--- config.mk ---
export PLATFORM = sky130hd
export DESIGN_NAME = sr_noise_scheduler
export DESIGN_NICKNAME = d
export VERILOG_FILES = /design/src/rtl/sr_noise_pkg.sv /design/src/rtl/sr_amp_ramp.sv /design/src/rtl/sr_noise_scheduler.sv
export SDC_FILE = /design/constraint.sdc
export NUM_CORES = 2
export LEC_CHECK = 0
export ABC_CLOCK_PERIOD_IN_PS = 12560
export BUFFER_PORTS_ARGS = -buffer_cell sky130_fd_sc_hd__buf_2
export CORE_MARGIN = 2
export CORE_UTILIZATION = 23
export DETAILED_ROUTE_END_ITERATION = 7
export GPL_TIMING_DRIVEN = 1
export HOLD_SLACK_MARGIN = 0.06
export REMOVE_ABC_BUFFERS = 1
export SYNTH_ARGS = -nofsm -noshare
export SYNTH_HDL_FRONTEND = slang
export SYNTH_SLANG_ARGS = --single-unit
--- constraint.sdc ---
create_clock -name clk -period 12.56 [get_ports clk]
set_input_delay 1.256 -clock clk [delete_from_list [all_inputs] [get_ports clk]]
set_output_delay 1.256 -clock clk [all_outputs]
set_load 0.02 [all_outputs]
--- src/rtl/sr_noise_pkg.sv ---
// Shared constants for the stochastic-resonance noise scheduler:
// LFSR seeds/taps, centering and scaling constants, and the FSM encoding.
package sr_noise_pkg;

   localparam int NUM_HARMONICS = 5;

   localparam logic [NUM_HARMONICS-1:0][15:0] LFSR_SEEDS =
      {16'h92F5, 16'h1E6C, 16'hD4A9, 16'h7B3F, 16'hACE1};

   localparam int TAP_A = 15;
   localparam int TAP_B = 13;
   localparam int TAP_C = 12;
   localparam int TAP_D = 10;

   localparam int CENTER_OFS = 2048;
   localparam int AMP_SHIFT  = 11;

   typedef enum logic [1:0] {IDLE, STEP, COMMIT} state_t;

   function automatic logic [15:0] lfsr_next(input logic [15:0] s);
      return {s[14:0], s[TAP_A] ^ s[TAP_B] ^ s[TAP_C] ^ s[TAP_D]};
   endfunction

endpackage

--- src/rtl/sr_amp_ramp.sv ---
// Next-amplitude function: moves cur toward target by at most step and
// lands exactly on target. Amplitudes are non-negative.
module sr_amp_ramp #(
   parameter int WIDTH = 18
) (
   input  logic [WIDTH-1:0] cur,
   input  logic [WIDTH-1:0] target,
   input  logic [WIDTH-1:0] step,
   output logic [WIDTH-1:0] next
);

   logic signed [WIDTH:0] diff;
   logic signed [WIDTH:0] step_s;

   assign diff   = $signed({1'b0, target}) - $signed({1'b0, cur});
   assign step_s = $signed({1'b0, step});

   always_comb begin
      next = target;
      if (diff > step_s)
         next = cur + step;
      else if (diff < -step_s)
         next = cur - step;
   end

endmodule

--- src/rtl/sr_noise_scheduler.sv ---
// Time-multiplexed noise controller: one harmonic per clock after each sample
// strobe, one shared multiplier, ramped per-harmonic amplitudes.
module sr_noise_scheduler
   import sr_noise_pkg::*;
#(
   parameter int WIDTH       = 18,
   parameter int DEFAULT_AMP = 256,
   parameter int RAMP_STEP   = 4
) (
   input  logic                            clk,
   input  logic                            rst,
   input  logic                            clk_en,
   input  logic                            cfg_we,
   input  logic [2:0]                      cfg_idx,
   input  logic [WIDTH-1:0]                cfg_amp,
   input  logic [NUM_HARMONICS-1:0]        harm_enable,
   output logic [NUM_HARMONICS*WIDTH-1:0]  noise_packed,
   output logic                            noise_valid,
   output logic                            busy,
   output logic                            overrun
);

   localparam int          PW       = 12 + WIDTH;
   localparam int          STAGES   = 1;
   localparam logic [2:0]  LAST_IDX = 3'(NUM_HARMONICS - 1);

   state_t                                   state, state_nxt;
   logic [2:0]                               idx;
   logic [NUM_HARMONICS-1:0]                 en_snap;
   logic [NUM_HARMONICS-1:0][15:0]           lfsr;
   logic [NUM_HARMONICS-1:0][WIDTH-1:0]      cur_amp;
   logic [NUM_HARMONICS-1:0][WIDTH-1:0]      target_amp;
   logic [NUM_HARMONICS-1:0][WIDTH-1:0]      staging;
   logic [STAGES:0]                          vld_pipe;

   logic [15:0]             lfsr_sel;
   logic [WIDTH-1:0]        cur_sel;
   logic [WIDTH-1:0]        tgt_sel;
   logic [WIDTH-1:0]        amp_nxt;
   logic signed [11:0]      centered;
   logic signed [PW-1:0]    prod;
   logic [WIDTH-1:0]        scaled;

   // Shared datapath: everything below is muxed by idx.
   assign lfsr_sel = lfsr[idx];
   assign cur_sel  = cur_amp[idx];
   assign tgt_sel  = target_amp[idx];
   assign centered = 12'({1'b0, lfsr_sel[11:0]} - 13'(CENTER_OFS));
   assign prod     = PW'(centered) * PW'($signed(cur_sel));
   assign scaled   = WIDTH'(prod >>> AMP_SHIFT);

   sr_amp_ramp #(.WIDTH(WIDTH)) u_ramp (
      .cur    (cur_sel),
      .target (tgt_sel),
      .step   (WIDTH'(RAMP_STEP)),
      .next   (amp_nxt)
   );

   assign busy        = (state != IDLE);
   assign noise_valid = vld_pipe[STAGES];

   always_comb begin
      state_nxt = state;
      case (state)
         IDLE:    if (clk_en) state_nxt = STEP;
         STEP:    if (idx == LAST_IDX) state_nxt = COMMIT;
         COMMIT:  state_nxt = IDLE;
         default: state_nxt = IDLE;
      endcase
   end

   always_ff @(posedge clk or posedge rst) begin
      if (rst) state <= IDLE;
      else     state <= state_nxt;
   end

   always_ff @(posedge clk or posedge rst) begin
      if (rst) begin
         idx          <= '0;
         en_snap      <= '0;
         staging      <= '0;
         noise_packed <= '0;
         vld_pipe     <= '0;
         overrun      <= 1'b0;
         for (int h = 0; h < NUM_HARMONICS; h++) begin
            lfsr[h]       <= LFSR_SEEDS[h];
            cur_amp[h]    <= WIDTH'(DEFAULT_AMP);
            target_amp[h] <= WIDTH'(DEFAULT_AMP);
         end
      end else begin
         vld_pipe <= {vld_pipe[STAGES-1:0], state == COMMIT};
         overrun  <= clk_en && (state != IDLE);
         if (state == IDLE && clk_en) begin
            en_snap <= harm_enable;
            idx     <= '0;
         end
         // LFSR and ramp advance regardless of the enable snapshot.
         if (state == STEP) begin
            lfsr[idx]    <= lfsr_next(lfsr_sel);
            cur_amp[idx] <= amp_nxt;
            staging[idx] <= en_snap[idx] ? scaled : '0;
            idx          <= idx + 3'd1;
         end
         if (vld_pipe[0])
            noise_packed <= staging;
         if (cfg_we && cfg_idx <= LAST_IDX)
            target_amp[cfg_idx] <= cfg_amp[WIDTH-1] ? '0 : cfg_amp;
      end
   end

endmodule

==> reports/qor.csv <==
stage,metric,value,unit
synthesis,dominant cells by area after synthesis,"dfrtp_1 35%, fa_1 14%, nand2_1 6.5%",
worst_setup_path,Buf/Inv on CP,7,
hold_path,beginning of the worst hold path,staging[63],
finish,multi-input logic area,0.0151,mm^2
synthesis,Post-Syn Area,0.0281,mm^2
worst_setup_path,worst-path maximum fanout,42,
grt,largest net degree at the start of global routing,164,
clock_network,clk buf depth,3,
worst_setup_path,WS Path Type,flop to flop,
clock_network,Root Buffer,clkbuf_16,
finish,Fillers,12900,
floorplan,starting density of the core,23.1,%
grt,initial antenna violation count,0,
detailed_routing,number of nets with antenna violations after routing,0,
placed_design,RePlAce Congestion,0.878,
hold_path,hold depth,2,
floorplan,full die area,0.125,mm^2
synthesis,leading area contributor after synthesis,dfrtp_1,
grt,Overflow after GRT,0,
finish,Layout Nets,3191,
hold_path,hold endpoint,staging[63],
worst_setup_path,Critical Path Start Type,flop,
timing,Final Max Tran Viols,0,
flow_run,number of max-cap violations,0,
detailed_routing,total iterations of the first detailed-routing run,5,
finish,fin area,0.0323,mm^2
status,status,"complete, no violations",
placed_design,DP Wirelength,52700,um
timing,Setup Total Neg Slack,0,ps
finish,fraction of layout cells with a size suffix above 1,17.3,%
synthesis,Mapped Avg Cell Area,9.89,um^2
clock_network,H-tree depth,2,
worst_setup_path,Crit Reg-Reg Endpoint,staging[88],
timing,Fmax achieved,111,MHz
synthesis,Cells after Synth,2842,
worst_setup_path,Reg2Reg Setup Slack,3540,ps
floorplan,Die Width,354,um
worst_setup_path,CP max stage cell,nor2b_2,
hold_path,Hold WC Path Type,flop to flop,
clock_network,CTS tree,done,
timing,RSZ-0062 raised after global routing,false,
timing,Worst Tran Pin Value,1360,ps
detailed_routing,Vias/cell,4.44,
synthesis,Post-synth EDFFs,0,
clock_network,CTS Hold Bufs,0,
timing,final hold violation count,0,
clock_network,Setup Buffers After CTS,0,
worst_setup_path,crit-path leading delay family,compound AO/OA/AOI/OAI gates,
finish,Storage cell area,0.0113,mm^2
placed_design,Placed Area,0.0304,mm^2
clock_network,clk_lat worst skew,660,ps
timing,Max-Slew Margin vs Limit,9.16,%
pwr,P_leak,14.7,nW
timing,Final Skew,34.1,ps
clock_network,post-cts repair resize count,0,
detailed_routing,# DRC,0,
synthesis,post-synth top area share,35.0,%
placed_design,Port Buffers,122,
worst_setup_path,"slowest stage delay, CP",810,ps
worst_setup_path,FF-to-FF path depth,27,
worst_setup_path,Critical Path Sink Type,flop,
synthesis,Main synth FF type,dfrtp_1,
timing,Tmin final,9020,ps
detailed_routing,Post-Route WL,76000,um
worst_setup_path,Critical Path RT,13050,ps
grt,GRT Util Overall,12.1,%
grt,global-route wire length before repair,120000,um
floorplan,row count,128,
clock_network,Num CTS Buffers,55,
finish,final core utilization,26.6,%
timing,fin crit share,71.8,%
floorplan,chip height,354,um
synthesis,post-synth cell types,79,
grt,vias in the first global route,20800,
worst_setup_path,worst reg2reg path startpoint,idx[2],
finish,area grow syn2layout,15.0,%
floorplan,core area,0.122,mm^2
clock_network,clock sinks,448,
synthesis,YS warnings,0,
worst_setup_path,worst path arrival time,9510,ps
pwr,peak supply drop,0.215,mV
synthesis,Seq cells post-synth,448,
clock_network,Worst-path clk slew,60,ps
detailed_routing,vias,20300,
pwr,PD cells,237,mW/mm^2
timing,final setup violating endpoints,0,
pwr,"Power, Total",7.66,mW
timing,final hold slack,471,ps
detailed_routing,DRT iter0 DRCs,1357,
floorplan,# IOs,123,
synthesis,register area share after synthesis,40.1,%
detailed_routing,WL per Instance,16.7,um
synthesis,"Async S/R FF share, synth",100,%
-- cell type report --
class / instances / area share (%)
diodes: 1 / 0.00774
clock buffers: 81 / 4.99
clock inverters: 21 / 0.933
inverters: 277 / 3.24
multi-input cells: 1947 / 46.8
flip-flops and latches: 448 / 34.9
well taps: 1625 / 6.29
repair buffers: 160 / 2.81
-- kinds of logic after synthesis --
| family | count (synthesis) | synth area share, % |
|---|---|---|
| and+or+nand+nor | 804 | 12.3 |
| AOI/OAI and AO/OA | 541 | 11.8 |
| DFF | 448 | 40.1 |
| buffers and inverters | 447 | 6.26 |
| adders and majority gates | 272 | 17.3 |
| muxes | 267 | 10.3 |
| xor gates and xnor gates | 63 | 1.96 |
-- through the flow --
step / std cells / worst slack, ps
6_report: 4560 / 3540
5_1_grt: 4559 / 2950
4_1_cts: 4559 / 3490
3_5_place_dp: 4457 / 3540
3_3_place_gp: 4457 / 3730
2_1_floorplan: 2672 / -1090
-- sequential cells by signal, indices dropped and copies added, names as in the netlist --
name	flops
lfsr	80
noise_packed	90
target_amp	85
idx	3
staging	90
state	2
vld_pipe	2
cur_amp	90
en_snap	5
overrun	1
-- synth_stat cells, drive strengths merged, types with 6 or more instances --
library cell and count:
a211oi 17, a21o 9, a21oi 72, a221o 7, a31oi 7, and2 15
and3 16, buf 45, clkbuf 125, dfrtp 393, dfstp 55, fa 193
ha 79, inv 273, mux2 165, mux2i 102, nand2 484, nand2b 22
nand3 26, nand4 10, nor2 157, nor2b 11, nor3 24, o211ai 13
o21a 13, o21ai 284, o22a 17, o22ai 24, o2bb2ai 7, o31ai 38
or3 6, xnor2 45, xor2 18
-- report_power, final --
part / switching, mW / internal (mW) / total (mW)
sequential: 0.195 / 1.82 / 2.02
combinational: 2.64 / 1.34 / 3.98
clock: 0.663 / 0.999 / 1.66
-- worst max path at each step --
stage / from / endpoint / slack [ps] / cells past startpoint
detailed placement: idx[2] / staging[88] / 3540 / 27
CTS: idx[2] / staging[88] / 3490 / 27
global placement: idx[2] / staging[88] / 3730 / 27
finish: idx[2] / staging[88] / 3540 / 27
floorplan: rst / cur_amp[0] / -1090 / 1
global route: idx[2] / staging[88] / 2950 / 27
-- per-layer routing --
metal  vias to the layer above  part of all wire [%]  GRT usage, %
met1                     10100                    45          16.1
met4                         0                   2.2          3.37
met2                       499                    47          20.2
li1                       9525                     -             -
met3                       105                   5.1          2.00
met5                         -                     0             0
-- tightest hold or removal path: stages (launching register included) --
cell	delay (ps)
dfrtp_1	340
nand2_1	50
o31ai_1	50
-- placed cells by master (no fill, tap or decap), drive strengths merged, types with 6 or more instances in the layout --
| cell | n |
|---|---|
| nor2b | 11 |
| ha | 79 |
| inv | 278 |
| dfrtp | 393 |
| dfstp | 55 |
| o21a | 13 |
| and2 | 15 |
| or3 | 6 |
| nand3 | 26 |
| xor2 | 18 |
| o21ai | 284 |
| nor2 | 157 |
| mux2i | 102 |
| buf | 160 |
| o22ai | 24 |
| a221o | 7 |
| o2bb2ai | 7 |
| xnor2 | 45 |
| and3 | 16 |
| a21oi | 72 |
| a211oi | 17 |
| o31ai | 38 |
| o211ai | 13 |
| o22a | 17 |
| a31oi | 7 |
| nand2b | 22 |
| clkinv | 15 |
| nand2 | 484 |
| mux2 | 165 |
| nand4 | 10 |
| fa | 193 |
| clkbuf | 81 |
| a21o | 9 |
| nor3 | 24 |
No activity file was read; power rests on OpenSTA's default activity.
